### src/rtl/vector_decode_pkg.sv
// vector_decode_pkg: shared encodings and types for the vector issue front end.
//   - opcode, funct3 and funct6 constants for the supported instruction subset
//   - vop_e: compact operation code carried through the issue queue
//   - issue_entry_t: one queued instruction (op, registers, scalar, mask, vl)
// Optional feature macro: VMUL_OPS_EN adds the multiply operations to vop_e.
package vector_decode_pkg;

    localparam logic [6:0] OPC_ARITH = 7'b1010111;
    localparam logic [6:0] OPC_LOAD  = 7'b0000111;
    localparam logic [6:0] OPC_STORE = 7'b0100111;

    localparam logic [2:0] F3_OPIVV = 3'b000;
    localparam logic [2:0] F3_OPMVV = 3'b010;
    localparam logic [2:0] F3_OPIVI = 3'b011;
    localparam logic [2:0] F3_OPIVX = 3'b100;
    localparam logic [2:0] F3_OPMVX = 3'b110;
    localparam logic [2:0] F3_OPCFG = 3'b111;

    localparam logic [5:0] F6_ADD    = 6'b000000;
    localparam logic [5:0] F6_SUB    = 6'b000010;
    localparam logic [5:0] F6_MINU   = 6'b000100;
    localparam logic [5:0] F6_MIN    = 6'b000101;
    localparam logic [5:0] F6_AND    = 6'b001001;
    localparam logic [5:0] F6_OR     = 6'b001010;
    localparam logic [5:0] F6_XOR    = 6'b001011;
    localparam logic [5:0] F6_MERGE  = 6'b010111;
    localparam logic [5:0] F6_MSEQ   = 6'b011000;
    localparam logic [5:0] F6_MSNE   = 6'b011001;
    localparam logic [5:0] F6_MSLTU  = 6'b011010;
    localparam logic [5:0] F6_MSLT   = 6'b011011;
    localparam logic [5:0] F6_MSLEU  = 6'b011100;
    localparam logic [5:0] F6_MSLE   = 6'b011101;
    localparam logic [5:0] F6_MSGTU  = 6'b011110;
    localparam logic [5:0] F6_MSGT   = 6'b011111;
    localparam logic [5:0] F6_SHLL   = 6'b100101;
    localparam logic [5:0] F6_SHRL   = 6'b101000;
    localparam logic [5:0] F6_SHRA   = 6'b101001;
    // Multiply codes live in the OPMVV/OPMVX space; 100101 overlaps F6_SHLL.
    localparam logic [5:0] F6_MULHU  = 6'b100100;
    localparam logic [5:0] F6_MUL    = 6'b100101;
    localparam logic [5:0] F6_MULHSU = 6'b100110;
    localparam logic [5:0] F6_MULHS  = 6'b100111;

    // Storage width of the vl snapshot; the top narrows it to its own VL_W.
    localparam int unsigned ENTRY_VL_W = 16;

    // VOP_ADD must stay first so a cleared entry reads as op 0.
    typedef enum logic [4:0] {
        VOP_ADD, VOP_SUB, VOP_AND, VOP_OR, VOP_XOR, VOP_MERGE, VOP_MINU, VOP_MIN,
        VOP_SHLL, VOP_SHRL, VOP_SHRA,
        VOP_MSEQ, VOP_MSNE, VOP_MSLTU, VOP_MSLT, VOP_MSLEU, VOP_MSLE, VOP_MSGTU, VOP_MSGT,
        VOP_LOAD, VOP_STORE
`ifdef VMUL_OPS_EN
        , VOP_MUL, VOP_MULHSU, VOP_MULHS, VOP_MULHU
`endif
    } vop_e;

    typedef struct packed {
        vop_e                  op;
        logic [4:0]            vd;
        logic [4:0]            vs1;
        logic [4:0]            vs2;
        logic [31:0]           scalar;
        logic                  vm;
        logic [ENTRY_VL_W-1:0] vl;
    } issue_entry_t;

endpackage

### src/rtl/vector_instr_decoder.sv
// vector_instr_decoder: combinational classifier for one raw vector instruction.
//   instr    in  32  raw instruction
//   rs1_data in  32  scalar rs1 value (OPIVX/OPMVX operand, vsetvli AVL)
//   vl       in  16  current vl, copied into the entry as a snapshot
//   legal    out 1   instruction is recognised (includes vsetvli)
//   is_cfg   out 1   instruction is a configuration update, never queued
//   entry    out     decoded queue entry
// Optional feature macro: VMUL_OPS_EN enables the OPMVV/OPMVX multiply decode.
module vector_instr_decoder
    import vector_decode_pkg::*;
(
    input  logic [31:0]           instr,
    input  logic [31:0]           rs1_data,
    input  logic [ENTRY_VL_W-1:0] vl,
    output logic                  legal,
    output logic                  is_cfg,
    output issue_entry_t          entry
);

    logic [6:0] opcode;
    logic [2:0] funct3;
    logic [5:0] funct6;

    assign opcode = instr[6:0];
    assign funct3 = instr[14:12];
    assign funct6 = instr[31:26];

    always_comb begin
        legal        = 1'b0;
        is_cfg       = 1'b0;
        entry.op     = VOP_ADD;
        entry.vd     = instr[11:7];
        entry.vs1    = instr[19:15];
        entry.vs2    = instr[24:20];
        entry.scalar = '0;
        entry.vm     = instr[25];
        entry.vl     = vl;

        case (opcode)
            OPC_ARITH: begin
                case (funct3)
                    F3_OPIVV, F3_OPIVX, F3_OPIVI: begin
                        legal = 1'b1;
                        if (funct3 == F3_OPIVX) begin
                            entry.scalar = rs1_data;
                        end else if (funct3 == F3_OPIVI) begin
                            entry.scalar = {{27{instr[19]}}, instr[19:15]};
                        end
                        case (funct6)
                            F6_ADD:   entry.op = VOP_ADD;
                            F6_SUB:   entry.op = VOP_SUB;
                            F6_AND:   entry.op = VOP_AND;
                            F6_OR:    entry.op = VOP_OR;
                            F6_XOR:   entry.op = VOP_XOR;
                            F6_MERGE: entry.op = VOP_MERGE;
                            F6_MINU:  entry.op = VOP_MINU;
                            F6_MIN:   entry.op = VOP_MIN;
                            F6_SHLL:  entry.op = VOP_SHLL;
                            F6_SHRL:  entry.op = VOP_SHRL;
                            F6_SHRA:  entry.op = VOP_SHRA;
                            F6_MSEQ:  entry.op = VOP_MSEQ;
                            F6_MSNE:  entry.op = VOP_MSNE;
                            F6_MSLTU: entry.op = VOP_MSLTU;
                            F6_MSLT:  entry.op = VOP_MSLT;
                            F6_MSLEU: entry.op = VOP_MSLEU;
                            F6_MSLE:  entry.op = VOP_MSLE;
                            F6_MSGTU: entry.op = VOP_MSGTU;
                            F6_MSGT:  entry.op = VOP_MSGT;
                            default:  legal    = 1'b0;
                        endcase
                    end
                    F3_OPMVV, F3_OPMVX: begin
`ifdef VMUL_OPS_EN
                        legal = 1'b1;
                        if (funct3 == F3_OPMVX) begin
                            entry.scalar = rs1_data;
                        end
                        case (funct6)
                            F6_MUL:    entry.op = VOP_MUL;
                            F6_MULHSU: entry.op = VOP_MULHSU;
                            F6_MULHS:  entry.op = VOP_MULHS;
                            F6_MULHU:  entry.op = VOP_MULHU;
                            default:   legal    = 1'b0;
                        endcase
`else
                        legal = 1'b0;
`endif
                    end
                    F3_OPCFG: begin
                        legal  = 1'b1;
                        is_cfg = 1'b1;
                    end
                    default: legal = 1'b0;
                endcase
            end
            OPC_LOAD, OPC_STORE: begin
                // Only unit-stride (mop == 00) is supported.
                legal    = (instr[27:26] == 2'b00);
                entry.op = (opcode == OPC_LOAD) ? VOP_LOAD : VOP_STORE;
            end
            default: legal = 1'b0;
        endcase
    end

endmodule

### src/rtl/vector_issue_queue.sv
// vector_issue_queue: decode, vsetvli tracking and in-order issue FIFO.
//   clk, reset (async, active-low)
//   instr_i, rs1_data_i, instr_valid_i / instr_ready_o    input handshake
//   issue_valid_o / issue_ready_i, issue_op_o, issue_vd_o, issue_vs1_o, issue_vs2_o,
//   issue_scalar_o, issue_vm_o, issue_vl_o                 output handshake (head entry)
//   vl_o, sew_o                                            current configuration
//   illegal_o                                              one-cycle pulse on a rejected instruction
//   count_o                                                queue occupancy
// Optional feature macro: VMUL_OPS_EN (multiply decode, see vector_instr_decoder).
module vector_issue_queue
    import vector_decode_pkg::*;
#(
    parameter int unsigned DEPTH  = 4,
    parameter int unsigned MAX_VL = 64,
    parameter int unsigned VL_W   = $clog2(MAX_VL + 1)
) (
    input  logic                        clk,
    input  logic                        reset,
    input  logic [31:0]                 instr_i,
    input  logic [31:0]                 rs1_data_i,
    input  logic                        instr_valid_i,
    output logic                        instr_ready_o,
    output logic                        issue_valid_o,
    input  logic                        issue_ready_i,
    output logic [$bits(vop_e)-1:0]     issue_op_o,
    output logic [4:0]                  issue_vd_o,
    output logic [4:0]                  issue_vs1_o,
    output logic [4:0]                  issue_vs2_o,
    output logic [31:0]                 issue_scalar_o,
    output logic                        issue_vm_o,
    output logic [VL_W-1:0]             issue_vl_o,
    output logic [VL_W-1:0]             vl_o,
    output logic [2:0]                  sew_o,
    output logic                        illegal_o,
    output logic [$clog2(DEPTH+1)-1:0]  count_o
);

    localparam int unsigned CNT_W = $clog2(DEPTH + 1);
    localparam int unsigned PTR_W = $clog2(DEPTH);

    issue_entry_t       mem_q [DEPTH];
    issue_entry_t       dec_entry;
    issue_entry_t       head;
    logic               dec_legal;
    logic               dec_is_cfg;
    logic [PTR_W-1:0]   wptr_q, wptr_d, rptr_q, rptr_d;
    logic [CNT_W-1:0]   count_q, count_d;
    logic [VL_W-1:0]    vl_q, vl_d, cfg_vl;
    logic [2:0]         sew_q, sew_d;
    logic               illegal_q, illegal_d;
    logic               accept, push, pop;
    logic               unused_vl;

    vector_instr_decoder u_decoder (
        .instr    (instr_i),
        .rs1_data (rs1_data_i),
        .vl       (ENTRY_VL_W'(vl_q)),
        .legal    (dec_legal),
        .is_cfg   (dec_is_cfg),
        .entry    (dec_entry)
    );

    // Ready depends only on the registered count: a pop never frees space in the same cycle.
    assign instr_ready_o = (count_q < CNT_W'(DEPTH));
    assign issue_valid_o = (count_q != '0);
    assign accept        = instr_valid_i && instr_ready_o;
    assign push          = accept && dec_legal && !dec_is_cfg;
    assign pop           = issue_valid_o && issue_ready_i;

    assign cfg_vl = (rs1_data_i > 32'(MAX_VL)) ? VL_W'(MAX_VL) : VL_W'(rs1_data_i);

    always_comb begin
        count_d   = count_q;
        wptr_d    = wptr_q;
        rptr_d    = rptr_q;
        vl_d      = vl_q;
        sew_d     = sew_q;
        illegal_d = accept && !dec_legal;
        if (push) begin
            wptr_d = wptr_q + PTR_W'(1);
        end
        if (pop) begin
            rptr_d = rptr_q + PTR_W'(1);
        end
        case ({push, pop})
            2'b10:   count_d = count_q + CNT_W'(1);
            2'b01:   count_d = count_q - CNT_W'(1);
            default: count_d = count_q;
        endcase
        if (accept && dec_is_cfg) begin
            vl_d  = cfg_vl;
            sew_d = instr_i[25:23];
        end
    end

    always_ff @(posedge clk or negedge reset) begin
        if (!reset) begin
            count_q   <= '0;
            wptr_q    <= '0;
            rptr_q    <= '0;
            vl_q      <= '0;
            sew_q     <= '0;
            illegal_q <= 1'b0;
        end else begin
            count_q   <= count_d;
            wptr_q    <= wptr_d;
            rptr_q    <= rptr_d;
            vl_q      <= vl_d;
            sew_q     <= sew_d;
            illegal_q <= illegal_d;
        end
    end

    // Storage is cleared too so the issue outputs read 0 out of reset.
    always_ff @(posedge clk or negedge reset) begin
        if (!reset) begin
            for (int i = 0; i < DEPTH; i++) begin
                mem_q[i] <= '0;
            end
        end else if (push) begin
            mem_q[wptr_q] <= dec_entry;
        end
    end

    assign head           = mem_q[rptr_q];
    assign issue_op_o     = head.op;
    assign issue_vd_o     = head.vd;
    assign issue_vs1_o    = head.vs1;
    assign issue_vs2_o    = head.vs2;
    assign issue_scalar_o = head.scalar;
    assign issue_vm_o     = head.vm;
    assign issue_vl_o     = VL_W'(head.vl);
    // Snapshot bits above VL_W are always zero.
    assign unused_vl      = ^(head.vl >> VL_W);

    assign vl_o      = vl_q;
    assign sew_o     = sew_q;
    assign illegal_o = illegal_q;
    assign count_o   = count_q;

endmodule

### config.mk
export PLATFORM = sky130hd
export DESIGN_NAME = vector_issue_queue
export DESIGN_NICKNAME = d
export VERILOG_FILES = /design/src/rtl/vector_decode_pkg.sv /design/src/rtl/vector_instr_decoder.sv /design/src/rtl/vector_issue_queue.sv
export SDC_FILE = /design/constraint.sdc
export NUM_CORES = 1
export LEC_CHECK = 0
export BUFFER_PORTS_ARGS = -buffer_cell sky130_fd_sc_hd__buf_2
export CAP_MARGIN = 0
export CORE_MARGIN = 3
export CORE_UTILIZATION = 55
export DETAILED_ROUTE_END_ITERATION = 10
export GPL_ROUTABILITY_DRIVEN = 1
export HOLD_SLACK_MARGIN = 0.12
export PLACE_DENSITY_LB_ADDON = 0.05
export SLEW_MARGIN = 20
export SYNTH_ARGS = -nofsm -noshare
export SYNTH_HDL_FRONTEND = slang
export SYNTH_SLANG_ARGS = --single-unit
### constraint.sdc
create_clock -name clk -period 5.72 [get_ports clk]
set_input_delay 0.286 -clock clk [delete_from_list [all_inputs] [get_ports clk]]
set_output_delay 0.286 -clock clk [all_outputs]
set_load 0.1 [all_outputs]
# [Word level (Yosys, flattened, before mapping)]
# Cells that the tools add are included.
[totals] ff_bits=294
[classes] reduce_logical=17 order_cmp=5 muxes=21 n_eq_ne=26 addsub=4 bitwise=2
[op_table] cell="276-bit bitwise mux" n=1
[op_table] cell="69-bit two-way mux" n=3
[op_table] cell="69-bit binary-select mux with 2-bit select" n=1
[op_table] cell="69-bit demux with 2-bit select" n=1
[op_table] cell="32-bit two-way mux" n=4
[op_table] cell="5-bit case mux with 18 select lines" n=1
[op_table] cell="6-bit by 5-bit equality test with 1-bit output, second input constant" n=9
[op_table] cell="32-bit by 7-bit > comparator with 1-bit output, second input constant" n=1
[op_table] cell="19-bit OR reduction" n=1
[op_table] cell="6-bit by 4-bit equality test with 1-bit output, second input constant" n=3
[op_table] cell="6-bit equality test, second input constant" n=3
[op_table] cell="6-bit by 3-bit equality test with 1-bit output, second input constant" n=2
[op_table] cell="5-bit case mux with 2 select lines" n=1
[op_table] cell="7-bit by 3-bit equality test with 1-bit output, second input constant" n=1
[op_table] cell="7-bit by 6-bit equality test with 1-bit output, second input constant" n=1
[op_table] cell="7-bit equality test, second input constant" n=1
[op_table] cell="1-bit logical AND" n=7
[op_table] cell="7-bit two-way mux" n=1
[op_table] cell="3-bit equality test, second input constant" n=2
[op_table] cell="6-bit by 2-bit equality test with 1-bit output, second input constant" n=1
[op_table] cell="3-bit >= comparator, second input constant" n=2
[op_table] cell="6-bit zero test" n=1
[op_table] cell="2-bit NOT with 3-bit output" n=2
[op_table] cell="3-bit case mux with 2 select lines" n=1
[op_table] cell="19 further kinds" n=24

# [Logic depth before layout (Yosys ltp)]
# Gate-level depths: netlist (run 1).
[logic_depth] ltp_word=9 depth_mapped=13

# [Cells and area by module]
# A second synthesis (run 1) with hierarchy kept.
[hier_totals] hier_cells=806 area_unflattened_um2=13489.2
[modules_own_cells] mod="vector_issue_queue" area_per_inst_um2=12493.2 cells_each=664 instances=1
[modules_own_cells] mod="vector_instr_decoder" area_per_inst_um2=996.0 cells_each=142 instances=1

# [Worst setup path after synthesis (run 1)]
# Ideal clock, no wire load.
[synth_timing] path_type="reg-to-reg" startpoint="reg count_q[2] (netlist: count_o[2])" endpoint="reg count_q[2] (netlist: count_o[2])" required_time_ns=5.562 stages_incl_launch_ff=10 period_less_slack_ns=3.945 t_arrival_ns=3.787 path_slack_ns=1.775 n_path_buf=0 setup_time_ns=0.158 cell_sequence="dfrtp_1 inv_1 nand3_1 and2_1 ha_1 inv_1 fa_1 xor2_1 nor2_1 xnor2_1"
[synth_via] elab_chain_cells=6
[synth_lines] element="start: declaration" line="vector_issue_queue.sv:47" rtl="logic [CNT_W-1:0] count_q, count_d;"
[synth_lines] element="start signal: assignment" line="vector_issue_queue.sv:105" rtl="count_q <= count_d;"
[synth_lines] element="3-bit < comparator (*)" line="vector_issue_queue.sv:64" rtl="assign instr_ready_o = (count_q < CNT_W'(DEPTH));"
[synth_lines] element="net instr_ready_o" line="vector_issue_queue.sv:22" rtl="output logic instr_ready_o,"
[synth_lines] element="1-bit logical AND (*)" line="vector_issue_queue.sv:66" rtl="assign accept = instr_valid_i && instr_ready_o;"
[synth_lines] element="1-bit logical AND (*) (2 in series)" line="vector_issue_queue.sv:67" rtl="assign push = accept && dec_legal && !dec_is_cfg;"
[synth_lines] element="2-bit by 1-bit equality test with 1-bit output or 2-bit equality test (tied branches)" line="vector_issue_queue.sv:85" rtl="case ({push, pop})"
[synth_lines] element="3-bit case mux with 2 select lines or 2-bit nonzero test (tied branches)"
# Mark *: on every way through the listed nets, which the timed path passes. The rest lies on a longest branch.
# A chain may end at the register's enable or synchronous reset.

# [Worst setup path in the final report (run 1)]
[layout_timing] startpoint="reg rptr_q[0]" endpoint="out issue_scalar_o[21]"
[layout_via] elab_chain_cells=4
[layout_lines] element="start: declaration" line="vector_issue_queue.sv:46" rtl="logic [PTR_W-1:0] wptr_q, wptr_d, rptr_q, rptr_d;"
[layout_lines] element="start signal: assignment" line="vector_issue_queue.sv:107" rtl="rptr_q <= rptr_d;"
[layout_lines] element="2-bit NOT with 3-bit output (not written as such)" line="vector_issue_queue.sv:125" rtl="assign head = mem_q[rptr_q];"
[layout_lines] element="69-bit binary-select mux with 2-bit select" line="vector_issue_queue.sv:125"
[layout_lines] element="69-bit two-way mux (not written as such) (2 in series)" line="vector_issue_queue.sv:125"
[layout_lines] element="end: declaration" line="vector_issue_queue.sv:29" rtl="output logic [31:0] issue_scalar_o,"
# Every way passes these cells. The select of a mux whose other input is x is not followed.

==> impl_metrics.py, run 1 <==
metrics = {
    "sta": {
        "period_needed_ns": 3.324,
        "slew_headroom_pct": 31.86,
        "finalHoldViolCount": 0,
        "slew_viol_final": 0,
        "worstMarginPinSlew_ns": 1.022,
        "clock.fmax_mhz": 300.8,
        "setup_slack_ns": 2.396,
        "fin_tns_setup_ns": 0,
        "finalClockSkew_ns": 0.01387,
        "setup_viol": 0,
        "finalCritPeriodShare_pct": 58.11,
        "rsz0062_at_grt": "false",
    },
    "floorplan": {
        "die_width_um": 154.5,
        "coreArea_um2": 21350,
        "fp.dieArea_um2": 23860,
        "die_h_um": 154.5,
        "rows": 53,
        "initial_core_util_pct": 56.78,
        "ios": 144,
    },
    "clock_tree": {
        "htree_levels": 1,
        "clkSlewWorstSetupHoldPaths_ns": 0.06,
        "clock_path_buffers": 3,
        "clk_latency_ns": 0.53,
        "cts_sinks": 258,
        "cts_tree": "built",
        "root_buffer": "clkbuf_16",
        "cts_buffers": 28,
    },
    "pwr": {
        "seqPwrFrac_pct": 46.6,
        "power.net_switching_uw": 1307,
        "combPwrFrac_pct": 14.3,
        "internal_power_uw": 3155,
        "sw_frac_of_total_pct": 29.30,
        "peakVddDrop_v": 0.0002097,
        "p_per_area_nw_per_um2": 317.9,
        "p_leak_uw": 0.006933,
        "clockPowerShare_pct": 39.1,
    },
    "yosys": {
        "synth_area_leaders": "dfrtp_1 53%, mux2_2 20%, mux4_2 11%",
        "synthAdderAreaFrac_pct": 0.6811,
        "synthXorXnorAreaFrac_pct": 0.5057,
        "synth_compound_area_share_pct": 4.727,
        "synthFlopType": "dfrtp_1",
        "synth_top_family_by_area": "multiplexers",
        "yosys_warnings": 0,
        "syn-cell-area_um2": 12120,
        "yosys_register_bits": 258,
        "syn_inst": 794,
        "syn_avg_cell_area_um2": 15.27,
        "synth_simple_gate_area_share_pct": 2.848,
        "ys_types": 49,
        "synthMuxAreaShare_pct": 33.81,
        "synth_top_cell_area_share_pct": 53.25,
        "synth_edf_count": 0,
        "syn_nets": 868,
        "yosysTopAreaCell": "dfrtp_1",
        "seq_area_frac_synth_pct": 53.25,
        "async_flop_share_pct": 100.0,
    },
    "place": {
        "gp_congestion": 0.9326,
        "pre_cts_ws_ns": 2.472,
        "placed_area_um2": 12890,
        "io_buffers": 143,
        "hpwl_um": 17190,
    },
    "outcome": {
        "status": "finished clean",
    },
    "cells_and_area": {
        "finalNetCount": 1020,
        "synthToLayoutAreaGrowth_pct": 15.80,
        "layout-drive-gt1-share_pct": 51.40,
        "final_cell_area_um2": 14040,
        "diodes": 0,
    },
    "global_routing": {
        "antenna_found_initial": 0,
        "grt_pass1_wl_um": 44420,
        "grtUsageTotal_pct": 23.38,
        "grt_overflow": 0,
        "grt_pass1_vias": 8166,
        "grt_max_degree": 176,
    },
    "worst_setup_path": {
        "arrival_ns": 3.04,
        "max_stage_delay_ns": 1.08,
        "critical_path_class": "reg2out",
        "cp-start-kind": "flop",
        "worstPathCellList": "buf_4, mux4_2, buf_2",
        "cp.required_ns": 5.43,
        "critPathSlowestCell": "dfrtp_4",
        "cp-end-kind": "primary output",
        "path_max_fanout": 45,
    },
    "routing": {
        "postRouteAntennaNets": 0,
        "first_iter_violations": 354,
        "drt-total-wl_um": 27440,
        "via_per_inst": 5.932,
        "wl_per_cell_um": 22.09,
        "drc_errors": 0,
        "vias": 7367,
        "drt_first_pass_iters": 5,
    },
    "run": {
        "maxCapViolations": 0,
    },
    "worst_hold_path": {
        "min_path_type": "in2reg",
    },
}
## registers in the layout (all words and copies together), names as in the netlist
signal and flops:
mem_q 240, vl_o 7, count_o 3, sew_o 3, rptr_q 2, wptr_q 2, illegal_o 1
## stage by stage
stage / power, uW / utilization, % / hold slack (ns) / instances
after global placement: 2741 / 60.35 / 0.2946 / 1167
after detailed placement: 2752 / 60.35 / 0.3134 / 1167
after floorplan: 2525 / - / -0.009591 / 794
after CTS: 4524 / 65.75 / 0.1468 / 1242
final: 4463 / 65.75 / 0.1612 / 1242
after global routing: 4639 / 65.75 / 0.1599 / 1242
## Yosys cell counts (2+ instances only)
library cell,n
mux4_2,60
xor2_1,3
dfrtp_1,258
o21ai_0,8
buf_4,7
or3_1,3
a22oi_1,4
nor4_1,7
mux2i_1,9
xnor2_1,4
nor4b_1,2
a22o_1,6
mux2_1,16
nor3_1,4
nand4_1,2
nand3_1,3
nand2b_1,2
buf_1,5
a211oi_4,4
inv_1,23
nor2b_1,2
a21oi_1,9
clkbuf_1,21
o21a_1,28
and2_1,3
o21ai_2,2
mux2_2,220
buf_6,24
o21bai_1,2
nand2_1,15
or2_2,3
nor2_1,14
ha_1,5
## layout by cell type, fill, tap and decap left out, drive strengths merged, types with 2 or more instances in the layout
cell type and n:
a21oi 9, dlygate4sd3 24, buf 155, clkinv 11, dfrtp 258, mux4 60, nor2 14, nor4b 2
mux2i 9, nor2b 2, a22oi 4, inv 23, mux2 236, clkbuf 38, xor2 3, or2 4
or3 3, o21a 28, nand4 2, nand3 3, o21bai 2, a211oi 4, xnor2 4, nor3 5
ha 5, nor4 7, nand2 15, a22o 6, and2 3, o21ai 10, nand2b 2
## area by class of cell
| class | instances | area (um2) |
|---|---|---|
| Inverter | 23 | 86.33 |
| Sequential cell | 258 | 6464 |
| Clock inverter | 13 | 103.9 |
| Clock buffer | 38 | 808.3 |
| Timing Repair Buffer | 179 | 1069 |
| Tap cell | 275 | 344.1 |
| Fill cell | 1525 | 7313 |
| Multi-Input combinational cell | 456 | 5165 |
## metal layers
metal	track usage (%)	part of all wire, %	up-vias
met1	32.37	42	3887
met5	0	0	-
met4	5.214	1.9	0
met3	4.868	5.9	38
met2	38.75	50	208
li1	-	-	3234
## kinds of logic after synthesis
family,Yosys count
adder cells (fa/ha/maj),6
AO/OA/AOI/OAI,72
flip-flops,258
AND/OR/NAND/NOR,66
multiplexers,305
buffers and inverters,80
XOR/XNOR,7
## critical path: cells and delay by family, from the launching register on
kind                   cells  cell delay, ns
DFF                        1            1.08
buffers and inverters      2            0.81
muxes                      1            0.59
## worst paths after layout
kind	start	to	slack (ns)	cells after the start
setup reg to reg	count_o[2]	vl_o[2]	3.24	5
setup / recovery	rptr_q[0]	issue_scalar_o[21]	2.40	3
max in group asynchronous	reset	rptr_q[0]	3.93	3
hold reg to reg	mem_q[125]	mem_q[125]	0.48	1
hold / removal	issue_ready_i	rptr_q[0]	0.16	3
min in group asynchronous	reset	mem_q[198]	0.34	2
## timing repair
action / 4_1_cts / 5_1_grt
endpoints found under the setup margin: 0 / 0
hold buffers: 24 / 0
buffers inserted: 0 / 0
endpoints found under the hold margin: 157 / 0
resized for setup: 0 / 0
## power by group through the flow
stage               clock [uW]  sequential [uW]  combinational [uW]
global route              1860             2100                 673
finish                    1740             2080                 638
global placement             0             2120                 616
floorplan                    0             2000                 526
CTS                       1790             2090                 645
detailed placement           0             2120                 629
Power figures use the tool's default switching activity.
==> run 2: changes to the inputs <==
==> constraint.sdc (replaced) <==
create_clock -name clk -period 3.3 [get_ports clk]
set_input_delay 0.165 -clock clk [delete_from_list [all_inputs] [get_ports clk]]
set_output_delay 0.165 -clock clk [all_outputs]
set_load 0.1 [all_outputs]
==> run 2 against run 1 <==
Compared with the run above: sequential cell count stayed put; clock skew decreased by 0.0020 ns; clock power up 98%; largest power group is now the clock network; total power grew 86%; sequential power grew 64%; highest routed layer unchanged.
==> impl_metrics.py, run 2 (synthesis gave the netlist of run 1 again) <==
metrics = {
    "routing": {
        "wl_per_cell_um": 22.44,
        "vias": 7522,
        "drc_errors": 0,
        "drt_first_pass_iters": 4,
        "first_iter_violations": 389,
        "drt-total-wl_um": 28770,
        "postRouteAntennaNets": 0,
        "via_per_inst": 5.867,
    },
    "floorplan": {
        "die_h_um": 154.5,
        "initial_core_util_pct": 56.78,
        "die_width_um": 154.5,
        "ios": 144,
        "rows": 53,
        "coreArea_um2": 21350,
        "fp.dieArea_um2": 23860,
    },
    "sta": {
        "clock.fmax_mhz": 361.3,
        "slew_headroom_pct": 38.32,
        "finalHoldViolCount": 0,
        "finalCritPeriodShare_pct": 83.87,
        "period_needed_ns": 2.768,
        "slew_viol_final": 0,
        "setup_viol": 0,
        "finalClockSkew_ns": 0.01185,
        "worstMarginPinSlew_ns": 0.9252,
        "fin_tns_setup_ns": 0,
        "rsz0062_at_grt": "false",
    },
    "clock_tree": {
        "post-cts-setup-buffers": 0,
        "cts_buffers": 28,
        "htree_levels": 1,
        "clk_latency_ns": 0.54,
        "root_buffer": "clkbuf_16",
        "cts_sinks": 258,
        "clkSlewWorstSetupHoldPaths_ns": 0.06,
        "clock_path_buffers": 3,
        "cts_tree": "built",
    },
    "cells_and_area": {
        "instances_no_fill": 1282,
        "fillCellCount": 1471,
        "largest_reg_flops": 240,
        "layout-drive-gt1-share_pct": 50.35,
        "diodes": 0,
        "finalNetCount": 1061,
        "largest-register": "mem_q",
        "final_common_cell": "dfrtp_1",
        "synthToLayoutAreaGrowth_pct": 20.74,
        "mostFrequentLayoutCells": "255 x dfrtp_1, 220 x mux2_2, 142 x buf_2, 60 x mux4_2, 56 x dlygate4sd3_1",
    },
    "worst_setup_path": {
        "cp.required_ns": 3.76,
        "cp-end-kind": "flop",
        "arrival_ns": 3.23,
        "path_max_fanout": 6,
        "cp-start-kind": "primary input",
        "critical_path_class": "in2reg",
    },
    "pwr": {
        "power_uw": 8286,
        "p_per_area_nw_per_um2": 566.0,
        "p_leak_uw": 0.007195,
        "peakVddDrop_v": 0.0003529,
    },
    "outcome": {
        "status": "finished clean",
    },
    "global_routing": {
        "grtUsageTotal_pct": 24.58,
        "grt_pass1_vias": 8444,
        "grt_overflow": 0,
        "grt_max_degree": 124,
        "grt_pass1_wl_um": 46680,
        "antenna_found_initial": 0,
    },
    "run": {
        "maxCapViolations": 0,
    },
    "place": {
        "io_buffers": 143,
        "dpl.cell_count": 1176,
        "gp_congestion": 0.8650,
        "hpwl_um": 18440,
    },
    "worst_hold_path": {
        "min_path_type": "in2reg",
    },
}
run 2: cell count changes in the layout (fill, tap and decap cells not counted), sizes merged:
cell | previous run | this run
dlygate4sd3 | 24 | 56
inv | 23 | 22
buf | 155 | 164
bufinv | 1 | 6
clkinv | 11 | 5
clkbuf | 38 | 39
run 2: metal layers:
| layer | up-vias | track usage [%] | routed length (um) |
|---|---|---|---|
| met5 | - | 0 | 0 |
| met4 | 0 | 6.854 | 672 |
| met3 | 40 | 4.813 | 1801 |
| met2 | 224 | 40.18 | 13770 |
| met1 | 3959 | 34.14 | 12520 |
| li1 | 3299 | - | - |
run 2: per-stage QoR:
step	worst slack, ns	hold slack, ns	util [%]	instance area (um2)
3_3_place_gp	0.5057	0.2960	61.12	13050
6_report	0.5323	0.1748	68.56	14640
2_1_floorplan	0.08177	-0.1306	-	12130
5_1_grt	0.4061	0.1768	68.56	14640
4_1_cts	0.5327	0.1546	68.56	14640
3_5_place_dp	0.3919	0.3235	61.12	13050
run 2: worst max-delay path: stages:
cell and delay (ns):
dlygate4sd3_1 0.54, buf_2 0.15, or3_1 0.43, or3_1 0.42
a2111oi_2 0.72, a22o_1 0.24, dlygate4sd3_1 0.57
run 2: what timing repair did:
| item | in CTS | in global routing |
|---|---|---|
| resized for setup | 0 | 0 |
| endpoints found under the hold margin | 300 | 0 |
| hold buffers | 56 | 0 |
run 2: final cells by class:
type                            count  area [um2]  share of cell area (%)
Clock buffer                       39       823.3                   5.624
Clock inverter                     11       205.2                   1.402
Inverter                           23       90.09                  0.6154
Multi-Input combinational cell    456        5170                   35.32
Sequential cell                   258        6462                   44.15
Tap cell                          275       344.1                   2.350
Timing Repair Buffer              220        1544                   10.55
run 2: path summary, 6_finish.rpt:
| kind | slack, ns | depth (start not counted) | startpoint | to |
|---|---|---|---|---|
| setup / recovery | 0.53 | 7 | instr_i[5] | vl_o[5] |
| hold / removal | 0.17 | 3 | rs1_data_i[31] | mem_q[255] |
| setup reg to reg | 0.56 | 6 | count_o[2] | vl_o[5] |
| hold reg to reg | 0.49 | 1 | mem_q[126] | mem_q[126] |
| max in group asynchronous | 2.02 | 3 | reset | mem_q[167] |
| min in group asynchronous | 0.28 | 2 | reset | mem_q[200] |
run 2: power by group:
group	internal (uW)	switching, uW
Clock	2200	1240
Combinational	548	879
Sequential	3220	197
